<file path="src/rtl/div_if.sv">
//------------------------------------------------------------------------------
// Module : div_if
// Brief  : Request/response bundle between the decode stage and the divider.
// Rev    : 1.0
//------------------------------------------------------------------------------
`default_nettype none

interface div_if #(
  parameter int XLEN = 32
);
  logic            start_i;
  logic [2:0]      op_i;
  logic [XLEN-1:0] dividend_i;
  logic [XLEN-1:0] divisor_i;
  logic [4:0]      reg_wr_addr_i;
  logic            flush_i;
  logic            busy_o;
  logic            ready_o;
  logic [XLEN-1:0] result_o;
  logic [4:0]      reg_wr_addr_o;

  modport master (
    output start_i, op_i, dividend_i, divisor_i, reg_wr_addr_i, flush_i,
    input  busy_o, ready_o, result_o, reg_wr_addr_o
  );

  modport slave (
    input  start_i, op_i, dividend_i, divisor_i, reg_wr_addr_i, flush_i,
    output busy_o, ready_o, result_o, reg_wr_addr_o
  );
endinterface

`default_nettype wire

</file>
<file path="src/rtl/div_unit.sv">
//------------------------------------------------------------------------------
// Module : div_unit
// Brief  : RV32M DIV/DIVU/REM/REMU, radix-2 restoring, one quotient bit/cycle.
// Rev    : 1.0
//------------------------------------------------------------------------------
`default_nettype none

module div_unit #(
  parameter int XLEN = 32
) (
  input  wire logic clk,
  input  wire logic rst,
  div_if.slave      bus
);

  typedef enum logic [1:0] {
    S_IDLE = 2'd0,
    S_CALC = 2'd1,
    S_DONE = 2'd2
  } state_t;

  localparam logic [XLEN-1:0] C_ALL_ONES = {XLEN{1'b1}};
  localparam logic [XLEN-1:0] C_INT_MIN  = {1'b1, {(XLEN-1){1'b0}}};
  localparam logic [4:0]      C_LAST_CNT = 5'd31;

  state_t            state_q, state_d;
  logic [2:0]        op_q, op_d;
  logic [XLEN-1:0]   dvd_q, dvd_d;
  logic [XLEN-1:0]   dvs_q, dvs_d;
  logic [XLEN-1:0]   rem_q, rem_d;
  logic [XLEN-1:0]   result_q, result_d;
  logic [4:0]        cnt_q, cnt_d;
  logic [4:0]        rd_q, rd_d;
  logic [4:0]        rd_out_q, rd_out_d;
  logic              qneg_q, qneg_d;
  logic              rneg_q, rneg_d;

  logic              w_signed;
  logic              w_a_neg;
  logic              w_b_neg;
  logic [XLEN-1:0]   w_a_abs;
  logic [XLEN-1:0]   w_b_abs;
  logic              w_div0;
  logic              w_ovf;
  logic              w_accept;
  logic [XLEN:0]     w_trial;
  logic              w_qbit;
  logic [XLEN-1:0]   w_rem_next;
  logic [XLEN-1:0]   w_quo_next;
  logic [XLEN-1:0]   w_quo_fix;
  logic [XLEN-1:0]   w_rem_fix;
  logic [XLEN-1:0]   w_final;

  // op_i[0] clear selects the signed forms (DIV/REM)
  assign w_signed = ~bus.op_i[0];
  assign w_a_neg  = w_signed & bus.dividend_i[XLEN-1];
  assign w_b_neg  = w_signed & bus.divisor_i[XLEN-1];
  assign w_a_abs  = w_a_neg ? (~bus.dividend_i + 1'b1) : bus.dividend_i;
  assign w_b_abs  = w_b_neg ? (~bus.divisor_i + 1'b1) : bus.divisor_i;
  assign w_div0   = (bus.divisor_i == '0);
  assign w_ovf    = w_signed && (bus.dividend_i == C_INT_MIN) && (bus.divisor_i == C_ALL_ONES);
  assign w_accept = bus.start_i && !bus.flush_i && (state_q == S_IDLE || state_q == S_DONE);

  // The shifted partial remainder needs one extra bit so the borrow is visible
  assign w_trial    = {rem_q, dvd_q[XLEN-1]} - {1'b0, dvs_q};
  assign w_qbit     = ~w_trial[XLEN];
  assign w_rem_next = w_qbit ? w_trial[XLEN-1:0] : {rem_q[XLEN-2:0], dvd_q[XLEN-1]};
  assign w_quo_next = {dvd_q[XLEN-2:0], w_qbit};
  assign w_quo_fix  = qneg_q ? (~w_quo_next + 1'b1) : w_quo_next;
  assign w_rem_fix  = rneg_q ? (~w_rem_next + 1'b1) : w_rem_next;
  assign w_final    = op_q[1] ? w_rem_fix : w_quo_fix;

  always_comb begin
    state_d  = state_q;
    op_d     = op_q;
    dvd_d    = dvd_q;
    dvs_d    = dvs_q;
    rem_d    = rem_q;
    result_d = result_q;
    cnt_d    = cnt_q;
    rd_d     = rd_q;
    rd_out_d = rd_out_q;
    qneg_d   = qneg_q;
    rneg_d   = rneg_q;

    case (state_q)
      S_IDLE, S_DONE: begin
        state_d = S_IDLE;
        if (w_accept) begin
          op_d   = bus.op_i;
          rd_d   = bus.reg_wr_addr_i;
          dvd_d  = w_a_abs;
          dvs_d  = w_b_abs;
          rem_d  = '0;
          cnt_d  = '0;
          qneg_d = w_a_neg ^ w_b_neg;
          rneg_d = w_a_neg;
          if (w_div0) begin
            result_d = bus.op_i[1] ? bus.dividend_i : C_ALL_ONES;
            rd_out_d = bus.reg_wr_addr_i;
            state_d  = S_DONE;
          end else if (w_ovf) begin
            result_d = bus.op_i[1] ? '0 : C_INT_MIN;
            rd_out_d = bus.reg_wr_addr_i;
            state_d  = S_DONE;
          end else begin
            state_d = S_CALC;
          end
        end
      end
      S_CALC: begin
        rem_d = w_rem_next;
        dvd_d = w_quo_next;
        cnt_d = cnt_q + 5'd1;
        if (cnt_q == C_LAST_CNT) begin
          result_d = w_final;
          rd_out_d = rd_q;
          state_d  = S_DONE;
        end
      end
      default: state_d = S_IDLE;
    endcase

    // Flush aborts without touching the architecturally visible result
    if (bus.flush_i) begin
      state_d  = S_IDLE;
      result_d = result_q;
      rd_out_d = rd_out_q;
    end
  end

  always_ff @(posedge clk) begin
    if (rst) begin
      state_q  <= S_IDLE;
      op_q     <= '0;
      dvd_q    <= '0;
      dvs_q    <= '0;
      rem_q    <= '0;
      result_q <= '0;
      cnt_q    <= '0;
      rd_q     <= '0;
      rd_out_q <= '0;
      qneg_q   <= 1'b0;
      rneg_q   <= 1'b0;
    end else begin
      state_q  <= state_d;
      op_q     <= op_d;
      dvd_q    <= dvd_d;
      dvs_q    <= dvs_d;
      rem_q    <= rem_d;
      result_q <= result_d;
      cnt_q    <= cnt_d;
      rd_q     <= rd_d;
      rd_out_q <= rd_out_d;
      qneg_q   <= qneg_d;
      rneg_q   <= rneg_d;
    end
  end

  assign bus.busy_o        = (state_q == S_CALC);
  assign bus.ready_o       = (state_q == S_DONE);
  assign bus.result_o      = result_q;
  assign bus.reg_wr_addr_o = rd_out_q;

endmodule

`default_nettype wire
</file>
<file path="src/flat_wrapper.sv">
// flat-port wrapper written by rule: the top's interface ports become plain ports
module div_unit_flat 
#(
  parameter int XLEN = 32
)
  (clk, rst, bus_start_i, bus_op_i, bus_dividend_i, bus_divisor_i, bus_reg_wr_addr_i, bus_flush_i, bus_busy_o, bus_ready_o, bus_result_o, bus_reg_wr_addr_o);
  div_if #(.XLEN(XLEN)) bus_i ();
  input  wire logic clk;
  input  wire logic rst;
  input wire logic [$bits(bus_i.start_i)-1:0] bus_start_i;
  input wire logic [$bits(bus_i.op_i)-1:0] bus_op_i;
  input wire logic [$bits(bus_i.dividend_i)-1:0] bus_dividend_i;
  input wire logic [$bits(bus_i.divisor_i)-1:0] bus_divisor_i;
  input wire logic [$bits(bus_i.reg_wr_addr_i)-1:0] bus_reg_wr_addr_i;
  input wire logic [$bits(bus_i.flush_i)-1:0] bus_flush_i;
  output wire logic [$bits(bus_i.busy_o)-1:0] bus_busy_o;
  output wire logic [$bits(bus_i.ready_o)-1:0] bus_ready_o;
  output wire logic [$bits(bus_i.result_o)-1:0] bus_result_o;
  output wire logic [$bits(bus_i.reg_wr_addr_o)-1:0] bus_reg_wr_addr_o;
  assign bus_i.start_i = bus_start_i;
  assign bus_i.op_i = bus_op_i;
  assign bus_i.dividend_i = bus_dividend_i;
  assign bus_i.divisor_i = bus_divisor_i;
  assign bus_i.reg_wr_addr_i = bus_reg_wr_addr_i;
  assign bus_i.flush_i = bus_flush_i;
  assign bus_busy_o = bus_i.busy_o;
  assign bus_ready_o = bus_i.ready_o;
  assign bus_result_o = bus_i.result_o;
  assign bus_reg_wr_addr_o = bus_i.reg_wr_addr_o;
  div_unit #(.XLEN(XLEN)) u_core (.clk(clk), .rst(rst), .bus(bus_i));
endmodule
</file>
<file path="config.mk">
export PLATFORM = sky130hd
export DESIGN_NAME = div_unit_flat
export DESIGN_NICKNAME = d
export VERILOG_FILES = /design/src/rtl/div_if.sv /design/src/rtl/div_unit.sv /design/src/flat_wrapper.sv
export SDC_FILE = /design/constraint.sdc
export NUM_CORES = 1
export LEC_CHECK = 0
export CAP_MARGIN = 20
export CORE_MARGIN = 1
export CORE_UTILIZATION = 45
export CTS_BUF_LIST = sky130_fd_sc_hd__clkbuf_8
export DETAILED_ROUTE_END_ITERATION = 7
export HOLD_SLACK_MARGIN = 0.1
export PLACE_DENSITY = 0.65
export SLEW_MARGIN = 5
export SYNTH_ARGS = -nofsm -noshare
export SYNTH_HDL_FRONTEND = slang
export SYNTH_SLANG_ARGS = --single-unit
</file>
<file path="constraint.sdc">
create_clock -name clk -period 13.8 [get_ports clk]
set_input_delay 1.38 -clock clk [delete_from_list [all_inputs] [get_ports clk]]
set_output_delay 1.38 -clock clk [all_outputs]
set_load 0.005 [all_outputs]
</file>
==> impl.org, run 1 <==
** Run status
- The run finished with clean final reports.

** Detailed routing
- The final layout contains routed wiring with a total length of 39500 µm.
- In this run the remaining antenna-violating nets after routing total 0.
- After detailed routing, the average wire length per cell comes to between 15 and 20 µm.
- For this run, the detailed router's first-pass iteration total came to 5.
- Via Count :: approximately 12k
- After detailed routing, the number of remaining DRC violations is 0.
- Iteration-0 DRC Markers :: roughly 1.1k
- After detailed routing, the number of vias per cell comes to between 6 and 7.

** GRT
- The number of antenna violations at the first check in global routing came to 0.
- Global routing used ~30% of the available tracks across all layers.
- Entering global routing, the biggest net connects slightly above 90 pins.
- The first global-routing pass estimated around 63000 µm of wire.
- Number of global-route vias before repair :: 11.1k
- Summed over all layers, the global routing overflow is 0.

** Synthesis
- Share of synthesized area occupied by flip-flops and latches :: roughly 25%
- The average instance in the mapped netlist occupies approximately 7.3 µm².
- Proportion of register bits with asynchronous set or reset after synthesis :: 0%
- Synthesis-stage register bit count :: ~150
- Post-Synthesis Cell Area :: roughly 12000 µm²
- Synthesized net count :: roughly 1.7k
- The Yosys step of the flow raised 0 warnings.
- In the synthesized netlist, the number of instances is between 1.5k and 2k.
- Distinct cell type count of the synthesized netlist :: just under 80
- Number of enable-type register cells in the synthesized netlist :: 0
- Main synth FF type :: sky130_fd_sc_hd__dfxtp_1

** STA
- For the final routed database, the setup TNS stands at 0 ns.
- Unrepaired setup endpoints after global routing :: no
- On the final layout, the worst clock skew is approximately 0.025 ns.
- Min Clock Period, post-route :: 6.50 ns
- In the finished design, the share of the clock period the worst path needs comes to around 47%.
- Final setup viols :: 0
- Based on the critical path, the design can be clocked at up to roughly 150 MHz.
- Transition time at the pin with the least slew margin :: ~1.1 ns
- Slew margin rel. :: 28.4%
- Hold violation count in the final report :: 0
- The worst path meets setup with ~7.3 ns of slack.
- Final max-slew violation count :: 0

** Clock tree
- Source-to-sink clock delay at the later pin of the worst-skew pair :: a little under 0.5 ns
- Clock-pin transition on the worst setup and hold timing paths :: between 0.1 and 0.15 ns
- For this design, the CTS-stage hold fixing added 0 buffers.
- Clock tree from TritonCTS :: yes
- Post-CTS repair changed the size of 0 cells.
- CTS Buf Count :: 17
- In this run the post-CTS setup repair buffer count came out at 0.
- Clock tree synthesis found a total of roughly 150 sinks.
- The clock passes through at most 2 buffers.
- The H-tree generated during clock tree synthesis spans 4 levels.
- Clock Tree Root :: sky130_fd_sc_hd__clkbuf_8

** Finish
- Number of nets in the final layout :: roughly 1.8k
- Fraction of layout cells with a size suffix above 1 :: 4.88%
- Number of filler cells placed in the layout :: ~2.6k
- The repair_antennas step left the layout with diodes totalling 0.
- Across the whole layout, storage elements account for around 3000 µm².
- Summing all multi-input logic gate instances after layout gives roughly 8000 µm².
- Area grow syn2layout :: 14.1%

** Critical path
- Origin of the critical flop-to-flop path :: u_core.dvd_q[31]$_SDFFE_PP0P_
- For the worst setup path, the data required time is 14.19 ns.
- Of all nets on the critical path, the largest fanout is 41.
- Across all register-to-register paths, the minimum setup slack is between 7 and 8 ns.
- The critical path in this run is classified as register to register.
- Setup crit start kind :: register
- Crit path arrival time :: approximately 6.9 ns
- Type of element capturing the critical path :: register
- Capture instance of the worst register-to-register path :: u_core.bus.result_o[30]$_SDFFE_PP0P_
- For the worst flop-to-flop path, the logic depth is 19.

** Placed design
- At the end of routability-driven placement, the weighted congestion stood at slightly above 0.9.
- In this run the tool buffered the top-level ports with 113 buffer cells.
- Summed over all nets, the half-perimeter wirelength after detailed placement is 28900 µm.
- Pre-CTS WS :: 7.47 ns

** Die
- Pin placement for this block handled 115 I/O pins.
- Effective utilization at floorplan :: a little under half
- Die outline height :: between 150 and 200 µm
- Die ar. :: roughly 27000 µm²
- The die is between 150 and 200 µm wide.
- The floorplan has 58 rows.
- The region available for standard cell placement spans roughly 25000 µm².

** Pwr
- Worst voltage drop across the vdd grid :: just under 50 µV
- Power spread over the standard cell area amounts to between 80 and 90 nW/µm².
- For this design the static power due to leakage is between 4 and 5 nW.
- Post-layout total power :: around 1.1 mW

** Worst hold path
- Counting instances, the worst hold path has a depth of 2.
- Launch instance of the worst min-delay path :: u_core.rd_q[0]$_SDFFE_PP0P_
- Path category of the worst min-delay check :: register to register
- The path with the worst hold slack has its endpoint at u_core.rd_q[0]$_SDFFE_PP0P_.

** Flow run
- Number of max-cap violations :: 0
[metal layers]
metal  GRT usage, %  vias to the layer above  wire length [µm]
li1               -                     6002                 -
met1           41.9                     5919             18200
met2           48.2                      428             18300
met3           3.56                       37              2380
met4           6.90                        0               626
met5              0                        -                 0
[worst max-delay path by stage]
stage / slack [ns] / startpoint / endpoint / depth (start not counted)
3_3_place_gp: 7.52 / u_core.dvd_q[31]$_SDFFE_PP0P_ / u_core.bus.result_o[30]$_SDFFE_PP0P_ / 19
2_1_floorplan: 8.45 / u_core.dvd_q[31]$_SDFFE_PP0P_ / u_core.bus.result_o[30]$_SDFFE_PP0P_ / 21
3_5_place_dp: 7.47 / u_core.dvd_q[31]$_SDFFE_PP0P_ / u_core.bus.result_o[30]$_SDFFE_PP0P_ / 19
6_report: 7.30 / u_core.dvd_q[31]$_SDFFE_PP0P_ / u_core.bus.result_o[30]$_SDFFE_PP0P_ / 19
5_1_grt: 7.06 / u_core.dvd_q[31]$_SDFFE_PP0P_ / u_core.bus.result_o[30]$_SDFFE_PP0P_ / 19
4_1_cts: 7.45 / u_core.dvd_q[31]$_SDFFE_PP0P_ / u_core.bus.result_o[30]$_SDFFE_PP0P_ / 19
[per-stage QoR]
stage	instances	util [%]	cell area (µm²)	hold slack, ns
4_1_cts	1990	52.7	13400	0.465
2_1_floorplan	1610	-	11700	0.432
3_3_place_gp	1958	51.1	13000	0.442
3_5_place_dp	1958	51.1	13000	0.447
6_report	1990	52.7	13400	0.465
5_1_grt	1990	52.7	13400	0.485
[where the power goes]
group          internal, mW  total, mW  switching (mW)
logic                0.0986      0.262           0.163
clock network         0.139      0.360           0.221
registers             0.440      0.454          0.0138
[cells in the mapped netlist, drive strengths merged (4+ instances only)]
cell type	instances	share of area, %
a211oi	43	2.8
a21o	22	1.4
a21oi	137	5.9
a221oi	7	0.67
a22oi	31	2.0
a311oi	16	1.2
a31o	4	0.30
a31oi	39	2.1
and2	9	0.48
and3	15	0.80
and4	4	0.30
buf	24	0.94
clkbuf	86	2.8
dfxtp	148	25
ha	39	4.2
inv	62	2.0
mux2	7	0.67
mux2i	24	2.0
nand2	148	4.7
nand2b	13	0.69
nand3	35	1.5
nand4	22	1.2
nor2	197	6.4
nor2b	8	0.43
nor3	46	2.0
nor4	24	1.3
o211ai	20	1.3
o21a	12	0.77
o21ai	81	3.5
o21bai	7	0.45
o221ai	6	0.45
o22ai	5	0.27
o31a	7	0.52
o31ai	39	2.5
o41ai	18	1.3
or2	8	0.43
or3	17	0.91
or4	14	0.90
xnor2	70	5.2
xor2	55	4.1
[kinds of logic (layout without fill, tap and decap cells)]
| group | count (synthesis) | after routing | share of synthesized area (%) |
|---|---|---|---|
| AOI/OAI and AO/OA | 525 | 525 | 30.1 |
| DFF | 148 | 148 | 25.2 |
| and+or+nand+nor | 568 | 568 | 22.6 |
| buffers and inverters | 173 | 223 | 5.71 |
| muxes | 31 | 31 | 2.72 |
| adders and majority gates | 40 | 40 | 4.33 |
| xor gates and xnor gates | 125 | 125 | 9.33 |
[sequential cells by signal, summed over array words and instances, names as in the netlist]
register,count
u_core.op_q,1
u_core.rem_q,32
u_core.bus.result_o,32
u_core.cnt_q,5
u_core.rd_q,5
u_core.dvs_q,32
u_core.qneg_q,1
u_core.state_q,2
u_core.rneg_q,1
u_core.dvd_q,32
u_core.bus.reg_wr_addr_o,5
[worst max-delay path, cell delays in order, from the launching register on]
cell and delay [ns]:
sky130_fd_sc_hd__dfxtp_1 0.42, sky130_fd_sc_hd__inv_1 0.07, sky130_fd_sc_hd__ha_1 0.22, sky130_fd_sc_hd__fa_1 0.40
sky130_fd_sc_hd__nand2b_1 0.20, sky130_fd_sc_hd__a211oi_2 0.46, sky130_fd_sc_hd__o31ai_2 0.24, sky130_fd_sc_hd__a21oi_4 0.31
sky130_fd_sc_hd__o21a_1 0.62, sky130_fd_sc_hd__nor2_4 0.06, sky130_fd_sc_hd__buf_4 0.33, sky130_fd_sc_hd__inv_2 0.56
sky130_fd_sc_hd__o21ai_0 0.28, sky130_fd_sc_hd__inv_1 0.11, sky130_fd_sc_hd__ha_1 0.20, sky130_fd_sc_hd__o211ai_1 0.29
sky130_fd_sc_hd__or4_1 0.75, sky130_fd_sc_hd__or2_1 0.30, sky130_fd_sc_hd__o311a_1 0.34, sky130_fd_sc_hd__a311oi_1 0.22
[layout by cell type (no fill, tap or decap), drive strengths merged, types with 31 or more instances in the layout]
master,count
nor3,46
o21ai,81
xor2,55
nor2,197
inv,68
a211oi,43
nand2,148
clkdlybuf4s50,112
ha,39
xnor2,70
a22oi,31
o31ai,39
a31oi,39
a21oi,137
dfxtp,148
nand3,35
[area by class of cell]
class                           count  area share, %
Timing Repair Buffer              128           9.27
Tap cell                          330           3.08
Clock buffer                       17           1.75
Inverter                           63           1.77
Sequential cell                   148           22.1
Clock inverter                     15           1.38
Multi-Input combinational cell   1289           60.6
Note: power is estimated with default switching activity, not from simulation.
==> inputs of run 2 (changes only) <==
PLACE_DENSITY = 0.68   (was 0.65)
clock period = 5.6 ns   (was 13.8 ns; I/O delays follow)
==> run 2 against run 1 <==
Against the previous run: via count shrank 0.14%; combinational power grew 150%; non-clock buffer count grew 13.
==> impl.org, run 2 (same netlist as run 1, synthesis figures left out) <==
** Detailed routing
- Via density per instance :: around 6.2
- Iteration-0 DRC Markers :: about 1.3k
- In this run the remaining antenna-violating nets after routing total 0.
- For this run, the detailed router's first-pass iteration total came to 5.
- Remaining design rule violation count :: 0
- Via Count :: 12.4k
- After detailed routing, the average wire length per cell comes to a little under 20 µm.
- After detailed routing, the total wire length is a little under 40000 µm.

** Critical path
- Worst Path Class, Setup :: register to register
- Largest fanout on the critical path :: 23
- Data arrives at the worst endpoint at 5.48 ns.
- For the worst setup path, the data required time is just under 6 ns.
- Setup crit start kind :: register
- The worst setup path is captured at a register.

** Clock tree
- Clock tree from TritonCTS :: yes
- Number of cells upsized or downsized after cts :: 0
- Clock-pin transition on the worst setup and hold timing paths :: about 0.11 ns
- Hold-fix buffer count after cts :: 0
- H-tree Lvls :: 4
- The clock passes through at most 2 buffers.
- Clock Tree Root :: sky130_fd_sc_hd__clkbuf_8
- Post-CTS setup buffer count :: 0
- Clk sink count :: between 100 and 150
- TritonCTS created 17 clock buffers.
- At the later pin of the worst-skew pair, clock insertion delay measures ~0.48 ns.

** STA
- Setup repair after global routing left no endpoint under its margin.
- The final critical path takes up between 90 and 100% of the cycle.
- For the final database, setup skew stands at roughly 0.018 ns.
- Final max-slew violation count :: 0
- Hold violation count in the final report :: 0
- In the final timing run, aggregate negative setup slack is 0 ns.
- Transition time at the pin with the least slew margin :: 1.17 ns
- Hold is met by about 0.46 ns.
- Final setup viols :: 0
- Slew margin rel. :: 21.8%
- Min Clock Period, post-route :: 5.10 ns
- Timing would allow up to slightly below 200 MHz.

** Finish
- Number of nets in the final layout :: around 1.8k
- Inserted Diodes :: 0
- Finished layout cell area :: about 13000 µm²
- In the final layout, the share of cells above drive strength 1 is about 5.6%.
- The top cell types in the final layout, fill and taps aside, are 195 x sky130_fd_sc_hd__nor2_1, 148 x sky130_fd_sc_hd__dfxtp_1, 147 x sky130_fd_sc_hd__nand2_1.
- Area grow syn2layout :: 14.9%
- Leaving out fill and tap cells, the most frequent cell in the layout is sky130_fd_sc_hd__nor2_1.

** GRT
- First-pass GRT wire length :: 61500 µm
- The number of antenna violations at the first check in global routing was 0.
- The number of global-route vias before repair was 11.2k.
- In the global route stage, overall resource usage came out at between 20% and 30%.
- Entering global routing, the biggest net connects around 100 pins.
- Total overflow reported by the global router :: 0

** Die
- After floorplanning, the core was sized to cover approximately 25000 µm².
- Measured along the x axis, the die boundary spans 163 µm.
- Number of standard-cell rows in the floorplan :: 58
- Die outline height :: 163 µm
- The die covers 26700 µm².
- Effective utilization at floorplan :: between 40% and 50%
- For this design the top-level I/O count stands at between 100 and 150.

** Pwr
- Worst voltage drop across the vdd grid :: 139 µV
- Summed over all cells, the static leakage comes to 4.96 nW.
- Power spread over the standard cell area amounts to 199 nW/µm².
- Post-layout total power :: roughly 2.7 mW

** Run status
- The flow ran to the end, and the final reports show no timing, DRC or antenna violations.

** Flow run
- Number of max-cap violations :: 0

** Placed design
- Routability-driven placement congestion ratio :: 0.932
- Port Buffers :: 113
- Once placement finished, the instance area stood at about 13000 µm².
- Detailed Place HPWL :: roughly 29000 µm

** Worst hold path
- The worst hold path belongs to the class register to register.
[run 2: cell count changes in the layout (fill, tap and decap cells not counted), moves of 2 or more]
cell | previous run | this run
sky130_fd_sc_hd__inv_6 | 2 | 8
sky130_fd_sc_hd__clkinv_4 | 2 | 0
sky130_fd_sc_hd__clkinv_8 | 6 | 1
sky130_fd_sc_hd__inv_8 | 4 | 2
sky130_fd_sc_hd__buf_4 | 16 | 29
sky130_fd_sc_hd__bufinv_16 | 0 | 2
[run 2: area by class of cell]
class,instances,area (µm²)
Clock inverter,15,181
Fill cell,2546,11900
Multi-Input combinational cell,1289,8120
Clock buffer,17,234
Timing Repair Buffer,141,1340
Sequential cell,148,2960
Tap cell,330,413
Inverter,63,236
[run 2: report_power, final]
| group | switching [mW] | internal [mW] | leakage, nW | total, mW |
|---|---|---|---|---|
| logic | 0.399 | 0.246 | 3.55 | 0.645 |
| clock network | 0.504 | 0.416 | 0.210 | 0.920 |
| registers | 0.0335 | 1.08 | 1.20 | 1.12 |
| total | 0.936 | 1.75 | 4.96 | 2.68 |
[run 2: stage by stage]
step	setup slack (ns)	instances	util [%]
6_report	0.497	2003	53.1
5_1_grt	0.187	2003	53.1
4_1_cts	0.561	2003	53.1
3_5_place_dp	0.597	1971	51.5
3_3_place_gp	0.672	1971	51.5
2_1_floorplan	0.255	1610	-
[run 2: worst max-delay path, stage by stage, from the launching register on]
cell                       delay [ns]
sky130_fd_sc_hd__dfxtp_1         0.43
sky130_fd_sc_hd__inv_1           0.07
sky130_fd_sc_hd__ha_1            0.22
sky130_fd_sc_hd__fa_1            0.40
sky130_fd_sc_hd__nand2b_1        0.18
sky130_fd_sc_hd__a211oi_2        0.44
sky130_fd_sc_hd__o31ai_2         0.24
sky130_fd_sc_hd__a21oi_4         0.28
sky130_fd_sc_hd__o21a_1          0.21
sky130_fd_sc_hd__nor2_4          0.11
sky130_fd_sc_hd__inv_2           0.14
sky130_fd_sc_hd__buf_4           0.17
sky130_fd_sc_hd__buf_4           0.26
sky130_fd_sc_hd__a32oi_1         0.27
sky130_fd_sc_hd__or4_1           0.75
sky130_fd_sc_hd__o41ai_1         0.58
sky130_fd_sc_hd__a22oi_1         0.14
sky130_fd_sc_hd__o41ai_1         0.10
[run 2: path summary, 6_finish.rpt]
check | startpoint | end | slack (ns) | cells past startpoint
worst max-delay path | u_core.dvd_q[31]$_SDFFE_PP0P_ | u_core.bus.result_o[29]$_SDFFE_PP0P_ | 0.50 | 17
worst max register to register | u_core.dvd_q[31]$_SDFFE_PP0P_ | u_core.bus.result_o[29]$_SDFFE_PP0P_ | 0.50 | 17
worst min-delay path | u_core.rd_q[0]$_SDFFE_PP0P_ | u_core.rd_q[0]$_SDFFE_PP0P_ | 0.46 | 2
worst min register to register | u_core.rd_q[0]$_SDFFE_PP0P_ | u_core.rd_q[0]$_SDFFE_PP0P_ | 0.46 | 2
[run 2: layer usage]
layer	vias to the layer above	global-route usage, %	wire length [µm]
met1	5845	41.0	18000
met3	57	3.28	2250
met5	-	0	0
met4	0	9.30	852
met2	438	46.3	17800
li1	6029	-	-
==> inputs of run 3 (changes only) <==
CELL_PAD_IN_SITES_DETAIL_PLACEMENT = 0   (was unset)
CELL_PAD_IN_SITES_GLOBAL_PLACEMENT = 1   (was unset)
CORE_UTILIZATION = 40   (was 45)
PLACE_DENSITY = unset   (was 0.68)
PLACE_DENSITY_LB_ADDON = 0.1   (was unset)
==> run 3 against run 2 <==
Against the previous run: fmax rose by 0.48%; highest routed layer unchanged; hold slack improved by 0.00087 ns; wire length rose by 6.3%; setup slack improved by 0.024 ns.
==> impl.org, run 3 (same netlist as run 1, synthesis figures left out) <==
** Pwr
- Power density normalized to cell area :: roughly 200 nW/µm²
- The design draws approximately 2.7 mW.
- Worst voltage drop across the vdd grid :: between 100 and 150 µV
- Static leakage :: between 4 and 5 nW

** Finish
- In the final layout, the share of cells above drive strength 1 is 5.56%.
- Most frequent cells in the layout :: 195 x sky130_fd_sc_hd__nor2_1, 148 x sky130_fd_sc_hd__dfxtp_1, 147 x sky130_fd_sc_hd__nand2_1
- The area growth from synthesis to layout is 15.7%.
- Number of nets in the final layout :: 1777
- The number of antenna diodes in the final layout is 0.
- The library cell used most frequently in the layout, excluding fill and tap cells, is sky130_fd_sc_hd__nor2_1.

** Die
- Die width :: ~170 µm
- Effective utilization at floorplan :: roughly two fifths
- Io pins :: between 100 and 150
- In this run the core area contains between 60 and 70 standard-cell rows.
- The total area inside the core boundary comes to between 20000 and 30000 µm².
- In this run the vertical extent of the chip is about 170 µm.
- Die ar. :: approximately 30000 µm²

** Clock tree
- Clock-pin slew was measured on the worst setup and hold paths at about 0.08 ns.
- At the later pin of the worst-skew pair, clock insertion delay measures 0.48 ns.
- Counting along the longest clock path gives a buffer depth of 2.
- Post-CTS setup buffer count :: 0
- TritonCTS built the clock tree.
- The clock drives roughly 150 sinks.
- After clock tree synthesis, the repair step resized 0 gates.
- Buffers inserted to repair hold after CTS numbered 0.
- CTS Buf Count :: 17
- The H-tree was split into 4 levels.
- Clock Tree Root :: sky130_fd_sc_hd__clkbuf_8

** STA
- Summed over all failing endpoints, the final setup total negative slack is 0 ns.
- Min Clock Period, post-route :: 5.08 ns
- Headroom to the max-slew limit came out at between 30% and 40%.
- Transition time at the pin with the least slew margin :: approximately 1.0 ns
- Hold slack :: 0.459 ns
- Unrepaired setup endpoints after global routing :: no
- Peak Freq :: roughly 200 MHz
- The count of final max-slew check failures came to 0.
- Final cycle utilization of the critical path :: between 90% and 100%
- Largest clock skew in the final design :: 0.0179 ns
- Final setup viols :: 0
- The final hold violation count is 0.

** Critical path
- The critical path is of the register to register type.
- Worst R2R Setup Slack :: 0.52 ns
- In this run the critical register-to-register path is launched from u_core.dvd_q[31]$_SDFFE_PP0P_.
- In this run the worst path has a maximum fanout of 19.
- The worst setup path is captured at a register.
- Setup crit start kind :: register
- The worst register-to-register path ends at u_core.bus.result_o[30]$_SDFFE_PP0P_.
- For the worst setup path, the data required time is between 5 and 6 ns.
- Worst reg2reg path depth :: 18
- Crit path arrival time :: about 5.5 ns

** GRT
- Maximum number of pins on one net before global-route repair :: 83
- First-pass GRT wire length :: around 65000 µm
- The number of global-route vias before repair came to about 11k.
- The number of antenna violations at the first check in global routing is 0.
- Global routing finished with a remaining overflow of 0.
- Global routing used 27.3% of the available tracks.

** Worst hold path
- The min-delay analysis places its worst path in the category register to register.
- Capture endpoint of the worst hold path :: u_core.rd_q[0]$_SDFFE_PP0P_
- Hold depth :: 2
- Launch instance of the worst min-delay path :: u_core.rd_q[0]$_SDFFE_PP0P_

** Placed design
- Detailed Place HPWL :: just over 30000 µm
- Port buffering added around 110 buffers.
- Routability-driven placement congestion ratio :: 0.905

** Detailed routing
- Final Routed Wirelength :: approximately 41000 µm
- In the final routed layout, each cell accounts on average for 20.1 µm.
- For this block, the initial DRC count from the detailed router was 1096.
- In the routed layout, each cell is associated on average with a via count of roughly 6.
- In the routed design, unresolved DRC markers number 0.
- Antenna viol nets, final :: 0
- Before antenna repair, the detailed router went through 5 iterations.
- Via Count :: ~12k

** Run status
- The run finished with clean final reports.

** Flow run
- Number of max-cap violations :: 0
-- run 3: changes by cell type in the layout (fill, tap and decap cells not counted), sizes merged --
cell and delta:
inv -7, clkinv +5, bufinv +2, buf +1
clkbuf +1, clkinvlp -1
-- run 3: cell type report --
| class | count | area, µm² |
|---|---|---|
| well taps | 384 | 480 |
| repair buffers | 142 | 1350 |
| multi-input cells | 1289 | 8120 |
| clock buffers | 18 | 248 |
| clock inverters | 14 | 186 |
| inverters | 63 | 236 |
| fillers | 2976 | 15200 |
| flip-flops and latches | 148 | 2960 |
-- run 3: per-layer routing --
metal / share of wire, % / global-route usage (%) / routed length, µm
met1: 48 / 38.7 / 19800
met5: 0 / 0 / 0
met4: 1.8 / 7.82 / 761
met3: 5.3 / 3.73 / 2180
met2: 45 / 42.9 / 18600
-- run 3: where the power goes --
part	total [mW]	internal [mW]	switching (mW)	leakage [nW]
sequential	1.12	1.08	0.0373	1.20
combinational	0.655	0.250	0.405	3.55
clock	0.958	0.496	0.462	0.229
-- run 3: worst max path at each step --
stage	start	cells after the start	end	slack, ns
after floorplan	u_core.dvd_q[31]$_SDFFE_PP0P_	21	u_core.bus.result_o[30]$_SDFFE_PP0P_	0.25
after global placement	u_core.dvd_q[31]$_SDFFE_PP0P_	18	u_core.bus.result_o[30]$_SDFFE_PP0P_	0.73
after detailed placement	u_core.dvd_q[31]$_SDFFE_PP0P_	18	u_core.bus.result_o[30]$_SDFFE_PP0P_	0.65
after CTS	u_core.dvd_q[31]$_SDFFE_PP0P_	18	u_core.bus.result_o[30]$_SDFFE_PP0P_	0.61
after global routing	u_core.dvd_q[31]$_SDFFE_PP0P_	19	u_core.bus.result_o[28]$_SDFFE_PP0P_	0.19
final	u_core.dvd_q[31]$_SDFFE_PP0P_	18	u_core.bus.result_o[30]$_SDFFE_PP0P_	0.52
-- run 3: stage by stage --
stage	util (%)	area, µm²	instances	worst slack (ns)
3_5_place_dp	45.7	13100	2026	0.645
6_report	47.2	13600	2058	0.521
4_1_cts	47.2	13600	2058	0.606
2_1_floorplan	-	11700	1610	0.255
5_1_grt	47.2	13600	2058	0.192
3_3_place_gp	45.7	13100	2026	0.729
-- run 3: worst max-delay path: stages, from the launching register on --
cell and delay [ns]:
sky130_fd_sc_hd__dfxtp_1 0.40, sky130_fd_sc_hd__inv_1 0.07, sky130_fd_sc_hd__ha_1 0.23, sky130_fd_sc_hd__fa_1 0.40, sky130_fd_sc_hd__nand2b_1 0.19, sky130_fd_sc_hd__a211oi_2 0.45, sky130_fd_sc_hd__o31ai_2 0.24, sky130_fd_sc_hd__a21oi_4 0.31
sky130_fd_sc_hd__nor3_2 0.10, sky130_fd_sc_hd__nor2_4 0.17, sky130_fd_sc_hd__buf_4 0.31, sky130_fd_sc_hd__nand2_1 0.11, sky130_fd_sc_hd__o21ai_0 0.12, sky130_fd_sc_hd__ha_1 0.24, sky130_fd_sc_hd__o211ai_1 0.17, sky130_fd_sc_hd__or4_1 0.61
sky130_fd_sc_hd__or2_1 0.29, sky130_fd_sc_hd__o311a_1 0.34, sky130_fd_sc_hd__a311oi_1 0.22
